--- config.mk ---
export PLATFORM = sky130hd
export DESIGN_NAME = ethgen_frame_scheduler
export DESIGN_NICKNAME = d
export VERILOG_FILES = /design/src/rtl/ethgen_frame_scheduler.sv
export SDC_FILE = /design/constraint.sdc
export NUM_CORES = 1
export LEC_CHECK = 0
export BUFFER_PORTS_ARGS = -buffer_cell sky130_fd_sc_hd__buf_4
export CAP_MARGIN = 30
export CORE_UTILIZATION = 61
export CTS_BUF_LIST = sky130_fd_sc_hd__clkbuf_4
export DETAILED_ROUTE_END_ITERATION = 7
export GPL_ROUTABILITY_DRIVEN = 1
export MAX_ROUTING_LAYER = met4
export PLACE_DENSITY = 0.82
export SLEW_MARGIN = 20
export SYNTH_ARGS = -nofsm -noshare
export SYNTH_HDL_FRONTEND = slang
export SYNTH_SLANG_ARGS = --single-unit
--- constraint.sdc ---
create_clock -name clk -period 3 [get_ports clk]
set_input_delay 0.3 -clock clk [delete_from_list [all_inputs] [get_ports clk]]
set_output_delay 0.3 -clock clk [all_outputs]
set_load 0.01 [all_outputs]
--- src/rtl/ethgen_frame_scheduler.sv ---
// ethgen_frame_scheduler: queues frame descriptors and launches them into the traffic generator
// with a start/done handshake, per-frame inter-frame gap, start timeout and frame/byte statistics.
module ethgen_frame_scheduler #(
    parameter int DEPTH   = 4,
    parameter int TIMEOUT = 1024
) (
    input  logic        clk,
    input  logic        reset_n,
    input  logic        enable,
    input  logic        desc_valid,
    output logic        desc_ready,
    input  logic [15:0] desc_len,
    input  logic [15:0] desc_ipg,
    input  logic [3:0]  desc_flags,
    output logic        gen_start,
    output logic [15:0] gen_len,
    output logic [15:0] gen_ipg_len,
    output logic [3:0]  gen_flags,
    input  logic        gen_done,
    output logic        busy,
    output logic [31:0] frame_cnt,
    output logic [31:0] byte_cnt,
    output logic        timeout_err,
    input  logic        clr_stats
);
    localparam int AW = $clog2(DEPTH);
    typedef enum logic [1:0] {IDLE, START, BUSY, GAP} state_t;
    state_t        state;
    logic [35:0]   mem [DEPTH];
    logic [AW-1:0] wr_ptr, rd_ptr;
    logic [AW:0]   count;
    logic [31:0]   wait_cnt;
    logic [15:0]   gap_cnt;
    logic          push, pop, empty;
    assign empty      = count == '0;
    assign desc_ready = count != (AW+1)'(DEPTH);
    assign push       = desc_valid && desc_ready;
    assign pop        = state == IDLE && enable && !empty && gen_done;
    assign busy       = state != IDLE || !empty;
    always_ff @(posedge clk) begin
        if (push) mem[wr_ptr] <= {desc_len, desc_ipg, desc_flags};
    end
    always_ff @(posedge clk or negedge reset_n) begin
        if (!reset_n) begin
            wr_ptr <= '0;
            rd_ptr <= '0;
            count  <= '0;
        end else begin
            if (push) wr_ptr <= wr_ptr + AW'(1);
            if (pop) rd_ptr <= rd_ptr + AW'(1);
            count <= count + (AW+1)'(push) - (AW+1)'(pop);
        end
    end
    always_ff @(posedge clk or negedge reset_n) begin
        if (!reset_n) begin
            state       <= IDLE;
            gen_start   <= 1'b0;
            gen_len     <= '0;
            gen_ipg_len <= '0;
            gen_flags   <= '0;
            frame_cnt   <= '0;
            byte_cnt    <= '0;
            timeout_err <= 1'b0;
            wait_cnt    <= '0;
            gap_cnt     <= '0;
        end else begin
            case (state)
                IDLE: if (pop) begin
                    {gen_len, gen_ipg_len, gen_flags} <= mem[rd_ptr];
                    gen_start <= 1'b1;
                    wait_cnt  <= '0;
                    state     <= START;
                end
                START: if (!gen_done) begin
                    gen_start <= 1'b0;
                    state     <= BUSY;
                end else if (wait_cnt == 32'(TIMEOUT - 1)) begin
                    gen_start   <= 1'b0;
                    timeout_err <= 1'b1;
                    state       <= IDLE;
                end else begin
                    wait_cnt <= wait_cnt + 32'd1;
                end
                BUSY: if (gen_done) begin
                    frame_cnt <= frame_cnt + 32'd1;
                    byte_cnt  <= byte_cnt + {16'h0, gen_len};
                    gap_cnt   <= gen_ipg_len;
                    state     <= gen_ipg_len == '0 ? IDLE : GAP;
                end
                GAP: begin
                    gap_cnt <= gap_cnt - 16'd1;
                    if (gap_cnt == 16'd1) state <= IDLE;
                end
                default: state <= IDLE;
            endcase
            // a clear wins over a completion or timeout landing in the same cycle
            if (clr_stats) begin
                frame_cnt   <= '0;
                byte_cnt    <= '0;
                timeout_err <= 1'b0;
            end
        end
    end
endmodule

==> results of run 1 <==
[cell usage after synthesis (2+ instances only)]
master	instances	share of area
nand4_1	20	0.0092
clkbuf_1	29	0.0080
nand2_1	94	0.026
nor4_1	14	0.0065
a21oi_1	54	0.020
mux2i_1	2	0.0015
and3_1	25	0.012
buf_1	6	0.0017
a31oi_1	4	0.0018
fa_1	2	0.0030
buf_2	5	0.0018
nor4_2	2	0.0018
inv_1	23	0.0064
or3_1	16	0.0074
nor3_1	9	0.0033
xor2_1	40	0.026
o22ai_1	10	0.0046
ha_1	26	0.024
dfrtp_1	159	0.29
o311ai_0	2	0.0013
nand3b_1	3	0.0017
a31o_2	2	0.0013
and3b_1	2	0.0013
o31ai_1	9	0.0050
or4_1	11	0.0061
nand2b_1	3	0.0014
xnor2_1	34	0.022
a22oi_1	2	0.0011
o22a_1	5	0.0032
a211oi_1	5	0.0028
a221oi_1	2	0.0013
edfxtp_1	144	0.32
nor2_1	97	0.027
buf_4	2	0.0011
mux4_2	36	0.060
and2_1	5	0.0023
o211ai_1	7	0.0039
mux2_2	35	0.029
and4_1	5	0.0032
nor3b_1	2	0.0011
o21ai_0	36	0.013
nand3_1	34	0.013
a21o_1	5	0.0028
nor2b_1	9	0.0042
[layout make-up]
class                      instances  area, um^2
sequential                       303        8300
fill                            1376        5430
multi-input combinational        689        4990
timing repair buffer             201        1640
clock buffer                     119         893
tap                              280         350
clock inverter                    21         119
inverter                          24        90.1
antenna                            4        10.0
[kinds of logic (layout without fill, tap and decap cells)]
group | Yosys count | count (layout) | share of synthesized area
other | 0 | 4 | 0
AND/OR/NAND/NOR | 357 | 357 | 0.131
XOR/XNOR | 74 | 74 | 0.0478
buffers and inverters | 67 | 365 | 0.0201
adder cells (fa/ha/maj) | 28 | 28 | 0.0269
AO/OA/AOI/OAI | 157 | 157 | 0.0720
multiplexers | 73 | 73 | 0.0903
flip-flops | 303 | 303 | 0.612
[worst max-delay path: stages, from the launching register on]
cell and delay (ps):
dfrtp_1 410, ha_1 410, and3_1 240, nor2b_1 190
a31oi_1 190, o211a_1 450, or4_1 540, a21oi_1 170
[power breakdown]
group	internal [uW]	switching, uW	leakage [uW]
Clock	1900	1650	0.000598
Sequential	4830	111	0.00348
Combinational	270	461	0.00284
Total	7000	2220	0.00692
[flip-flops by register name, summed over array words and instances, names as in the netlist]
name	flops
frame_cnt	32
state	2
gen_ipg_len	16
gen_start	1
gen_len	16
timeout_err	1
count	3
wr_ptr	2
gen_flags	4
gap_cnt	16
wait_cnt	32
rd_ptr	2
byte_cnt	32
mem	144
[routing by layer]
layer / vias up / part of all wire / GRT usage
li1: 4462 / - / -
met4: 0 / 0.029 / 0.127
met2: 355 / 0.49 / 0.452
met1: 4756 / 0.41 / 0.352
met5: - / 0 / -
met3: 64 / 0.064 / 0.0515
[how the worst max path moves through the flow]
stage	startpoint	endpoint	slack [ps]	cells after the start
2_1_floorplan	state[0]	count[1]	380	8
3_3_place_gp	gen_len[0]	byte_cnt[22]	450	10
3_5_place_dp	byte_cnt[1]	byte_cnt[23]	380	8
4_1_cts	byte_cnt[8]	byte_cnt[23]	370	7
5_1_grt	gen_len[0]	byte_cnt[26]	190	10
6_report	byte_cnt[8]	byte_cnt[23]	320	7
[per-stage QoR]
stage | setup slack, ps | hold slack, ps | utilization | power (uW)
2_1_floorplan | 381 | 4.41 | - | 5380
3_3_place_gp | 452 | 341 | 0.687 | 5650
3_5_place_dp | 377 | 345 | 0.687 | 5710
4_1_cts | 371 | 8.69 | 0.751 | 9270
5_1_grt | 191 | 34.6 | 0.751 | 9610
6_report | 322 | 59.0 | 0.751 | 9220
[repair_timing]
item                                   in CTS  in global routing
buffers inserted                            0                  0
hold buffers                               39                  0
endpoints found under the hold margin     211                  0
==> run_results.csv, run 1 <==
group,metric,value,unit
run_status,outcome,"finished, final reports clean",
cells_and_area,mostFrequentLayoutCell,"buf_4",
setup_path,critPathArrivalTime,3270,ps
floorplan,dieWidth,151,um
setup_path,ff2ff_setup_slack,320,ps
setup_path,critPathMaxFanout,16,
sta,min_period,2680,ps
power_and_ir_drop,powerDensity,562,nW/um^2
setup_path,endpoint_kind,"register",
global_route,grt-ovfl-total,0,
drt,wl,30400,um
synth,synth_seq_area_share,0.612,
floorplan,fp.dieH,151,um
cells_and_area,fin_area,16400,um^2
synth,syn_inst,1059,
place,port_buffers,145,
drt,dr.pass1.iters,5,
drt,drt-initial-drc-count,617,
floorplan,row_count,54,
cts,numCtsBuffers,78,
synth,synth_nets,1129,
drt,post_drt_wl_per_cell,18.5,um
synth,ys_ff_latch,303,
sta,clock.fmax,373,MHz
sta,slew_viol_final,0,
place,place_inst,1458,
drt,drcViolationCount,0,
cts,cts_sinks,303,
setup_path,r2r_cells,7,
sta,fin_worst_skew,44.0,ps
cells_and_area,area_growth,20.9,%
sta,worstMarginPinSlew,901,ps
global_route,grt_pass1_vias,9585,
setup_path,reg2reg_from,"byte_cnt[8]",
place,dp_hpwl,19000,um
min_path,hold_path_end,"state[0]",
sta,setup_viol,0,
place,gp_congestion,0.904,
sta,slew_headroom,0.399,
floorplan,fp.coreArea,21800,um^2
place,place_area,15000,um^2
drt,vias,9637,
cts,tritoncts,"done",
cts,cts_htree_levels,3,
setup_path,startpoint_type,"register",
sta,fin_tns_setup,0,ps
synth,syn_area,13600,um^2
sta,hold_viol,0,
floorplan,ios,146,
global_route,grt_first_pass_wirelength,47900,um
synth,ys_types,66,
global_route,grt_max_degree,72,
floorplan,die_area,22800,um^2
synth,synth_ff_type,"dfrtp_1",
global_route,antenna_found_initial,1,
cts,clock_latency,680,ps
power_and_ir_drop,peakVddDrop,0.000522,V
min_path,hold_path_class,"input pin to register",
min_path,whs_path_depth,2,
sta,rsz0062_at_grt,"no",
synth,avgSynthCellArea,12.8,um^2
synth,yosysWarnings,0,
cells_and_area,fin_cells,1641,
setup_path,crit_type,"register to register",
sta,period_share,0.893,
global_route,grt_usage,0.282,
synth,async_reset_ff_frac,0.525,
cts,cts_resized,0,
cells_and_area,most-common-layout-cells,"159 x buf_4, 158 x dfrtp_1, 144 x edfxtp_1",
setup_path,cp.required,3590,ps
cells_and_area,drive_above_1_share,0.271,
floorplan,initial_core_util,0.622,
cts,cts_root_buffer,"clkbuf_4",
synth,synth-edff-count,144,
min_path,hp-start,"gen_done",
run,maxCapViolations,0,
cts,clk_pin_slew_worst_paths,70,ps
drt,ant_nets,0,
cells_and_area,nNetsFinal,1367,
power_and_ir_drop,p_leak,0.00692,uW
drt,via_per_inst,5.87,
cts,cts.path.max_buffers,3,
setup_path,r2r-end,"byte_cnt[23]",
(Power assumes the default switching activity.)
==> inputs of run 2 (changes only) <==
--- a/config.mk
+++ b/config.mk
@@ -7,12 +7,12 @@
 export LEC_CHECK = 0
 export BUFFER_PORTS_ARGS = -buffer_cell sky130_fd_sc_hd__buf_4
 export CAP_MARGIN = 30
-export CORE_UTILIZATION = 61
+export CORE_UTILIZATION = 51
 export CTS_BUF_LIST = sky130_fd_sc_hd__clkbuf_4
 export DETAILED_ROUTE_END_ITERATION = 7
 export GPL_ROUTABILITY_DRIVEN = 1
 export MAX_ROUTING_LAYER = met4
-export PLACE_DENSITY = 0.82
+export PLACE_DENSITY = 0.71
 export SLEW_MARGIN = 20
 export SYNTH_ARGS = -nofsm -noshare
 export SYNTH_HDL_FRONTEND = slang
==> run_results.csv, run 2 (synthesized netlist as in run 1, its figures left out) <==
group,metric,value,unit
power_and_ir_drop,power_switching,2240,uW
drt,dr.pass1.iters,5,
cts,tritoncts,"done",
setup_path,r2r_cells,10,
setup_path,startpoint_type,"register",
global_route,grt_max_degree,72,
power_and_ir_drop,p_int,6910,uW
floorplan,row_count,59,
setup_path,worstPathCellList,"ha_1 > inv_1 > fa_1 > nor2b_1 > o2111ai_1 > a21boi_1 > o211ai_1 > a211oi_1 > xnor2_1 > nor2_1",
power_and_ir_drop,peakVddDrop,0.000385,V
global_route,grt-ovfl-total,0,
global_route,antenna_found_initial,1,
drt,drcViolationCount,0,
cts,numCtsBuffers,79,
setup_path,critPathArrivalTime,3200,ps
setup_path,ff2ff_setup_slack,360,ps
place,post-place-ws,378,ps
setup_path,critical-path-max-stage-delay,400,ps
setup_path,cp_num_buf_inv,1,
drt,vias,9423,
global_route,grt_usage,0.230,
setup_path,crit_type,"register to register",
cells_and_area,fillers,2060,
drt,ant_nets,0,
sta,holdWs,63.9,ps
setup_path,reg2reg_from,"gen_len[0]",
power_and_ir_drop,clkPwrFrac,0.381,
min_path,hold_path_class,"input pin to register",
run_status,outcome,"finished, final reports clean",
sta,slew_headroom,0.412,
floorplan,die_area,27300,um^2
floorplan,initial_core_util,0.521,
global_route,grt_first_pass_wirelength,47300,um
cts,clk_pin_slew_worst_paths,70,ps
cells_and_area,drive_above_1_share,0.275,
drt,drt-initial-drc-count,650,
global_route,met2_usage,0.359,
sta,rsz0062_at_grt,"no",
sta,hold_viol,0,
setup_path,critPathMaxFanout,5,
sta,period_share,0.879,
cts,post_cts_buffers,0,
sta,min_period,2640,ps
setup_path,crit_slowest_cell,"fa_1",
floorplan,ios,146,
cells_and_area,area_growth,21.6,%
global_route,grt_pass1_vias,9325,
setup_path,endpoint_kind,"register",
cts,cts_sinks,303,
floorplan,dieWidth,165,um
floorplan,fp.coreArea,26100,um^2
drt,via_per_inst,5.54,
setup_path,endpoint,"byte_cnt[22]",
sta,slew_viol_final,0,
power_and_ir_drop,powerDensity,554,nW/um^2
power_and_ir_drop,pwr-share-seq,0.539,
sta,setup_slack,364,ps
setup_path,r2r-end,"byte_cnt[22]",
setup_path,cp-startpoint,"gen_len[0]",
cells_and_area,nNetsFinal,1373,
cts,cts.path.max_buffers,3,
place,dp_hpwl,19800,um
cells_and_area,mostFrequentLayoutCell,"buf_4",
sta,fin_tns_setup,0,ps
cells_and_area,fin_util,0.633,
cells_and_area,max_flop_register,"mem",
global_route,busiest_layer,"met2",
cells_and_area,most-common-layout-cells,"163 x buf_4, 158 x dfrtp_1, 144 x edfxtp_1",
cts,cts_htree_levels,3,
setup_path,cp_num_cells,10,
cts,clock_latency,690,ps
sta,worstMarginPinSlew,883,ps
setup_path,cp.required,3560,ps
sta,setup_viol,0,
drt,wl,29500,um
sta,fin_worst_skew,40.1,ps
place,gp_congestion,0.880,
cts,cts_root_buffer,"clkbuf_4",
sta,clock.fmax,379,MHz
power_and_ir_drop,p_leak,0.00693,uW
cells_and_area,largest_reg_flops,144,
power_and_ir_drop,combPwrFrac,0.080,
global_route,grt_use_met1,0.295,
place,port_buffers,145,
cells_and_area,fin_cells,1701,
global_route,grt.met3_usage,0.0467,
run,maxCapViolations,0,
drt,post_drt_wl_per_cell,17.3,um
setup_path,cpLargestDelayFamily,"compound AO/OA/AOI/OAI gates",
power_and_ir_drop,netSwitchingFraction,0.245,
place,place_inst,1517,
floorplan,fp.dieH,165,um
## run 2: changes by cell type in the layout (fill, tap and decap cells not counted)
cell	before	now
clkinvlp_4	2	0
bufinv_16	1	0
diode_2	4	2
inv_6	0	3
clkinv_4	1	3
clkinv_1	16	19
inv_2	1	0
clkbuf_4	119	117
and3_1	25	21
buf_4	159	163
dlygate4sd3_1	39	40
and3_2	0	4
## run 2: cell type report
class,count,area (um^2),area share
inverters,24,90.1,0.00546
clock inverters,25,125,0.00758
flip-flops and latches,303,8300,0.503
repair buffers,206,1680,0.102
clock buffers,117,878,0.0532
multi-input cells,689,5000,0.303
well taps,335,419,0.0254
diodes,2,5.00,0.000303
## run 2: power by group through the flow
stage | logic [uW] | clock network (uW) | registers [uW]
floorplan | 398 | 0 | 4980
global placement | 687 | 0 | 4980
detailed placement | 704 | 0 | 5010
CTS | 747 | 3590 | 4930
global route | 808 | 3810 | 4950
finish | 731 | 3490 | 4920
## run 2: worst min-delay path by stage
stage / startpoint / end / slack [ps] / cells after the start
2_1_floorplan: reset_n / byte_cnt[0] / 4 / 0
3_3_place_gp: reset_n / frame_cnt[10] / 300 / 1
3_5_place_dp: reset_n / frame_cnt[11] / 310 / 1
6_report: desc_valid / wr_ptr[0] / 60 / 3
5_1_grt: desc_valid / wr_ptr[0] / 30 / 3
4_1_cts: desc_valid / wr_ptr[0] / 9 / 3
## run 2: metal layers
layer  wire, um  up-vias
li1           -     4478
met1      12800     4633
met2      14200      263
met3       1760       49
met4        705        0
met5          0        -
## run 2: timing repair
item                                   CTS  global route
endpoints found under the hold margin  208             0
hold buffers                            40             0
resized for setup                        0             0
## run 2: stage by stage
step,cell area (um^2),total power (uW)
finish,16500,9140
global route,16500,9570
floorplan,13600,5380
CTS,16500,9270
detailed placement,15100,5710
global placement,15100,5670
## run 2: tightest hold or removal path, stage by stage
cell     delay, ps
buf_4          100
and2_1         210
xnor2_1         80
